--- src/rtl/uart_tx.sv ---
// UART transmitter: start, DATA_BITS LSB-first, optional parity, STOP_BITS stop.
// Parity is compiled in with `define UART_TX_PARITY_EN (adds parity_odd input).
module uart_tx #(
  parameter int DATA_BITS = 8,
  parameter int STOP_BITS = 1
) (
  input  logic                 clk,
  input  logic                 rst,
  input  logic [DATA_BITS-1:0] tx_data,
  input  logic                 tx_valid,
`ifdef UART_TX_PARITY_EN
  input  logic                 parity_odd,
`endif
  output logic                 tx_ready,
  input  logic                 baud_tick,
  output logic                 baud_en,
  output logic                 tx,
  output logic                 tx_busy,
  output logic                 tx_done
);

  typedef enum logic [2:0] {
    S_IDLE,
    S_START,
    S_DATA,
    S_PARITY,
    S_STOP
  } state_t;

  localparam logic [2:0] LAST_DATA = 3'(DATA_BITS - 1);
  localparam logic [2:0] LAST_STOP = 3'(STOP_BITS - 1);

  state_t               state_q, state_d;
  logic [DATA_BITS-1:0] shift_q, shift_d;
  logic [2:0]           cnt_q, cnt_d;
  logic                 tx_q, tx_d;
  logic                 en_q, en_d;
  logic                 busy_q, busy_d;
  logic                 done_q, done_d;
  logic                 ready_q, ready_d;
`ifdef UART_TX_PARITY_EN
  logic                 par_q, par_d;
`endif

  always_comb begin
    state_d = state_q;
    shift_d = shift_q;
    cnt_d   = cnt_q;
    tx_d    = tx_q;
    en_d    = en_q;
    busy_d  = busy_q;
    done_d  = 1'b0;
    ready_d = ready_q;
`ifdef UART_TX_PARITY_EN
    par_d   = par_q;
`endif
    unique case (state_q)
      S_IDLE: begin
        if (tx_valid && ready_q) begin
          shift_d = tx_data;
          state_d = S_START;
          tx_d    = 1'b0;
          en_d    = 1'b1;
          ready_d = 1'b0;
          busy_d  = 1'b1;
          cnt_d   = 3'd0;
`ifdef UART_TX_PARITY_EN
          par_d   = (^tx_data) ^ parity_odd;
`endif
        end
      end
      S_START: begin
        if (baud_tick) begin
          state_d = S_DATA;
          tx_d    = shift_q[0];
          cnt_d   = 3'd0;
        end
      end
      S_DATA: begin
        if (baud_tick) begin
          if (cnt_q == LAST_DATA) begin
            cnt_d   = 3'd0;
`ifdef UART_TX_PARITY_EN
            state_d = S_PARITY;
            tx_d    = par_q;
`else
            state_d = S_STOP;
            tx_d    = 1'b1;
`endif
          end else begin
            shift_d = shift_q >> 1;
            tx_d    = shift_q[1];
            cnt_d   = cnt_q + 3'd1;
          end
        end
      end
`ifdef UART_TX_PARITY_EN
      S_PARITY: begin
        if (baud_tick) begin
          state_d = S_STOP;
          tx_d    = 1'b1;
        end
      end
`endif
      S_STOP: begin
        if (baud_tick) begin
          if (cnt_q == LAST_STOP) begin
            state_d = S_IDLE;
            cnt_d   = 3'd0;
            en_d    = 1'b0;
            busy_d  = 1'b0;
            done_d  = 1'b1;
            ready_d = 1'b1;
          end else begin
            cnt_d   = cnt_q + 3'd1;
          end
        end
      end
      default: begin
        state_d = S_IDLE;
        tx_d    = 1'b1;
        en_d    = 1'b0;
        busy_d  = 1'b0;
        ready_d = 1'b1;
      end
    endcase
  end

  always_ff @(posedge clk) begin
    if (rst) begin
      state_q <= S_IDLE;
      shift_q <= '0;
      cnt_q   <= 3'd0;
      tx_q    <= 1'b1;
      en_q    <= 1'b0;
      busy_q  <= 1'b0;
      done_q  <= 1'b0;
      ready_q <= 1'b1;
`ifdef UART_TX_PARITY_EN
      par_q   <= 1'b0;
`endif
    end else begin
      state_q <= state_d;
      shift_q <= shift_d;
      cnt_q   <= cnt_d;
      tx_q    <= tx_d;
      en_q    <= en_d;
      busy_q  <= busy_d;
      done_q  <= done_d;
      ready_q <= ready_d;
`ifdef UART_TX_PARITY_EN
      par_q   <= par_d;
`endif
    end
  end

  assign tx       = tx_q;
  assign baud_en  = en_q;
  assign tx_busy  = busy_q;
  assign tx_done  = done_q;
  assign tx_ready = ready_q;

endmodule

--- config.mk ---
export PLATFORM = sky130hd
export DESIGN_NAME = uart_tx
export DESIGN_NICKNAME = d
export VERILOG_FILES = /design/src/rtl/uart_tx.sv
export SDC_FILE = /design/constraint.sdc
export NUM_CORES = 1
export LEC_CHECK = 0
export ABC_AREA = 1
export BUFFER_PORTS_ARGS = -buffer_cell sky130_fd_sc_hd__buf_2
export CAP_MARGIN = 30
export CORE_UTILIZATION = 45
export CTS_BUF_LIST = sky130_fd_sc_hd__clkbuf_4 sky130_fd_sc_hd__clkbuf_8 sky130_fd_sc_hd__clkbuf_16
export CTS_CLUSTER_SIZE = 20
export DETAILED_ROUTE_END_ITERATION = 10
export PLACE_DENSITY = 0.66
export SETUP_SLACK_MARGIN = 0.15
export SLEW_MARGIN = 20
export SYNTH_ARGS = -nofsm -noshare
export SYNTH_HDL_FRONTEND = slang
export SYNTH_SLANG_ARGS = --single-unit
--- constraint.sdc ---
create_clock -name clk -period 4.1 [get_ports clk]
set_input_delay 1.23 -clock clk [delete_from_list [all_inputs] [get_ports clk]]
set_output_delay 1.23 -clock clk [all_outputs]
set_load 0.01 [all_outputs]
## Word level (Yosys, flattened, before mapping)

Index checks and enable logic that the tools add are counted.

| storage, ports and cells | value |
|---|---|
| logic and storage cells | 65 |
| output and inout bits | 5 |
| bits in registers | 18 |

| cells by class | value |
|---|---|
| reductions and logical operators | 12 |
| mux-type cells | 31 |
| equal/unequal tests | 11 |
| $add $sub $neg | 1 |
| bitwise logic cells | 3 |

Operators with widths:

| operator | number |
|---|---|
| two-way mux 3 bit | 12 |
| two-way mux 8 bit | 3 |
| case mux 3 bit (4 select lines) | 2 |
| case mux 8 bit (2 select lines) | 1 |
| != test 2 bit, second input constant | 7 |
| AND reduction 4 bit | 3 |
| two-way mux 1 bit | 10 |
| == test 3 bit, second input constant | 2 |
| zero test 3 bit | 2 |
| case mux 1 bit (3 select lines) | 2 |
| AND reduction 6 bit | 1 |
| AND reduction 5 bit | 1 |
| case mux 1 bit (4 select lines) | 1 |
| nonzero test 4 bit | 1 |
| adder 3 x 1 -> 3 bit, second input constant | 1 |
| == test 3 x 1 -> 1 bit, second input constant | 1 |
| == test 3 x 2 -> 1 bit, second input constant | 1 |
| inverter 1 bit | 3 |
| OR reduction 3 bit | 1 |
| nonzero test 2 bit | 1 |
| OR reduction 2 bit | 1 |
| logical AND 1 bit | 1 |

## Depth between registers and ports, before layout

| logic depth | value |
|---|---|
| depth after elaboration | 4 |
| mapped depth | 10 |
| depth with buffers taken out | 9 |

## Worst setup path before layout

Ideal clock, no wire load.

| timing | value |
|---|---|
| path kind | input port to flip-flop |
| from | input baud_tick |
| to | register shift_q[3] |
| data required time | 3.987 ns |
| cell stages on the path | 8 |
| slack | 2.108 ns |
| path buffers | 1 |
| arrival time | 1.880 ns |
| library setup time | 0.113 ns |
| cells stage by stage | inv_1 > nand3_1 > nand2_2 > nor2_8 > buf_6 > nand2_1 > nand2_1 > nor2_1 |

| between the ends | value |
|---|---|
| cells in the longest elaborated chain, start to end | 2 |

Ends and longest elaborated chain:

| what | line | source |
|---|---|---|
| from (decl) | 15 | `input logic baud_tick,` |
| != test 2 bit (no line) | -- |  |
| AND reduction 4 bit (no line) | -- |  |
| to (signal assigned) | 144 | `shift_q <= shift_d;` |
| to (decl) | 34 | `logic [DATA_BITS-1:0] shift_q, shift_d;` |

Every way passes these cells.
A chain may end at the register's enable or synchronous reset.

## Worst setup path after layout

| timing | value |
|---|---|
| from | register ready_q (netlist: tx_ready) |
| to | output tx_ready |

RTL lines:

| what | line | source |
|---|---|---|
| from (decl) | 40 | `logic ready_q, ready_d;` |
| from (signal assigned) | 150 | `ready_q <= ready_d;` |
| to (decl) | 14 | `output logic tx_ready,` |

No word-level cell between the ends.

==> summary.md <==
| Metric | Value |
|---|---|
| Status | finished clean |
| Dpl cells | 210 |
| Crit Path Category | reg -> out |
| Hold Path Class | reg -> reg |
| Most common cell in the synthesized netlist | nand2_1 |
| Wire per inst | 9.74 um |
| Ys async rst share | 0% |
| Die ar. | 0.00255 mm^2 |
| Setup Skew | 0.00117 ns |
| Adder-cell share of the synthesized area | 3.54% |
| # rows | 17 |
| Fin. Hold Viols | 0 |
| DR vias | 1,032 |
| Width of the die | 50.5 um |
| Total grt overflow | 0 |
| Routability cong. | 0.922 |
| Router iterations before antenna repair | 4 |
| CP delay by family, top | flip-flops |
| Mapped Area | 0.00106 mm^2 |
| Number of flops mapped to enable cells by yosys | 0 |
| FILL cells | 240 |
| Sink Count | 18 |
| Largest family of logic cells by synthesized area | simple AND/OR/NAND/NOR gates |
| Tcrit/Tclk final | 49.1% |
| Hold Path Depth | 2 |
| Xor/xnor share of the synthesized area | 0% |
| Die H | 50.5 um |
| Crit path buffers/inverters | 1 |
| Setup crit end | tx_ready |
| Slew @ Worst Pin | 0.475 ns |
| Post-Syn Nets | 186 |
| Synth Area per Inst | 6.20 um^2 |
| Vias per cell | 4.82 |
| Synth warn | 0 |
| Max transition margin | 68.3% |
| Netlist cell types | 21 |
| Root buf cell | clkbuf_4 |
| Cell with the largest stage delay on the worst path | dfxtp_1 |
| Post-CTS resize count | 0 |
| Nets | 202 |
| CP peak stage delay | 0.36 ns |
| CP endpoint kind | output pin |
| Req. time, crit path | 2.87 ns |
| Drt initial violations | 16 |
| Final non-filler cell total | 214 |
| Unrepaired setup endpoints after global routing | false |
| Slew Limit Fails | 0 |
| Largest net degree at the start of global routing | 17 |
| FMAX | 497 MHz |
| Antenna cells | 0 |
| Clock buffer depth | 2 |
| HPWL after detailed placement | 1.56 mm |
| RR Endpoint | tx$_SDFFE_PP1P_ |
| Crit. Startpoint | tx_ready$_SDFFE_PP1P_ |
| Mux cell area share after synthesis | 0% |
| Worst vdd ir | 396 uV |
| CTS tree | done |
| Crit path launch type | flip-flop |
| Area share of the largest cell type after synthesis | 34.0% |
| Worst-Skew Late Latency | 0.29 ns |
| Post-synth top cells | 60 x nand2_1, 33 x nor2_1, 19 x inv_1, 18 x dfxtp_1, 12 x nand3_1 |
| Critical path depth | 1 |
| Initial antenna violation count | 0 |
| Starting Density | 47.9% |
| Top Ports | 17 |
| Post-CTS setup buffer count | 0 |
| PD cells | 949 mW/mm^2 |
| H-tree Lvls | 1 |
| Critical Path Fanout Max | 3 |
| Final WS setup | 2.09 ns |
| Synth top area cells | dfxtp_1 34%, nand2_1 21%, nor2_1 12% |
| Drt total wl | 2.09 mm |
| Hold Buf Count CTS | 0 |
| Reg-to-reg setup timing slack | 2.49 ns |
| Worst EP arrival | 0.78 ns |
| Drt drc | 0 |
| Tmin final | 2.01 ns |
| Setup violation total in the final timing report | 0 |
| Area Overhead vs Synth | 10.6% |
| WHS | 0.479 ns |
| Placed Instance Area | 0.00114 mm^2 |
| First-pass GRT wire length | 3.59 mm |
| Cell count after synthesis | 171 |
| DRT antenna net count | 0 |
| Core area | 0.00221 mm^2 |
| Synth Area in Simple Gates | 46.5% |
| Final instance area | 0.00117 mm^2 |
| Port buffer count | 16 |
| LEAKAGE | 0.670 nW |
| R2R cell count | 7 |
| Top FF cell, synth | dfxtp_1 |
| Vias in the first global route | 877 |
| CTS Buf Count | 3 |
| R2r startpoint | state_q[2]$_SDFFE_PP0P_ |
| Post-synthesis register bit count | 18 |
| Synth Area in Compound Gates | 4.49% |
| Worst-path clk slew | 0.11 ns |
| Layout cells sized above 1 | 16.1% |
| Crit-path cells | buf_2 |
| Setup Total Neg Slack | 0 ns |
| Pre-CTS worst setup slack | 1.89 ns |
| Post-synthesis sequential area ratio | 34.0% |
| Max-cap violations | 0 |
| Total GRT Usage | 18.6% |
| Yosys top cell by area | dfxtp_1 |
## kinds of logic (layout without fill, tap and decap cells)
group,count (synthesis),in the layout
fa+ha+maj,3,3
compound gates,9,9
simple gates,114,114
buf+inv,27,42
flops,18,18
## layer usage
layer  global-route usage, %  wire [um]  vias up
met1                    21.8        959      455
li1                        -          -      551
met3                    3.03         76        2
met4                    9.26         26        0
met2                    32.2       1020       24
met5                       0          0        -
## cell type report
type,instances,area [um^2],share of cell area [%]
clock buffer,4,36.3,3.09
inverter,22,82.6,7.04
multi-input combinational,126,578,49.3
sequential,18,360,30.7
tap,28,35.0,2.99
timing repair buffer,16,80.1,6.83
## layout by cell type (no fill, tap or decap), drive strengths merged
| master | n |
|---|---|
| buf | 16 |
| nand3 | 14 |
| dfxtp | 18 |
| nand2 | 61 |
| clkbuf | 4 |
| nor4 | 1 |
| ha | 3 |
| a21oi | 4 |
| inv | 22 |
| nor2 | 37 |
| nand3b | 1 |
| a21boi | 1 |
| o21ai | 4 |
## sequential cells by signal, indices dropped and copies added (netlist names)
name and cells:
tx_done 1, tx_ready 1, tx_busy 1, cnt_q 3
shift_q 8, tx 1, state_q 3
## metrics by stage
| stage | utilization (%) | total power, mW |
|---|---|---|
| 6_report | 53.0 | 1.11 |
| 5_1_grt | 53.0 | 1.25 |
| 4_1_cts | 53.0 | 1.12 |
| 3_5_place_dp | 51.4 | 1.01 |
| 3_3_place_gp | 51.4 | 0.993 |
| 2_1_floorplan | - | 0.915 |
## worst min path at each step
stage                              endpoint  slack [ns]                     from
global placement       tx_busy$_SDFFE_PP0P_        0.46     tx_busy$_SDFFE_PP0P_
detailed placement     tx_busy$_SDFFE_PP0P_        0.46     tx_busy$_SDFFE_PP0P_
CTS                    tx_busy$_SDFFE_PP0P_        0.48     tx_busy$_SDFFE_PP0P_
finish                 tx_busy$_SDFFE_PP0P_        0.48     tx_busy$_SDFFE_PP0P_
global route           tx_busy$_SDFFE_PP0P_        0.51     tx_busy$_SDFFE_PP0P_
floorplan           shift_q[2]$_SDFFE_PP0P_        0.45  shift_q[2]$_SDFFE_PP0P_
## where the power goes
part / switching, mW / internal [mW]
registers: 0.0634 / 0.261
logic: 0.439 / 0.240
clock network: 0.0560 / 0.0540
total: 0.558 / 0.555
Note: power is estimated with default switching activity, not from simulation.
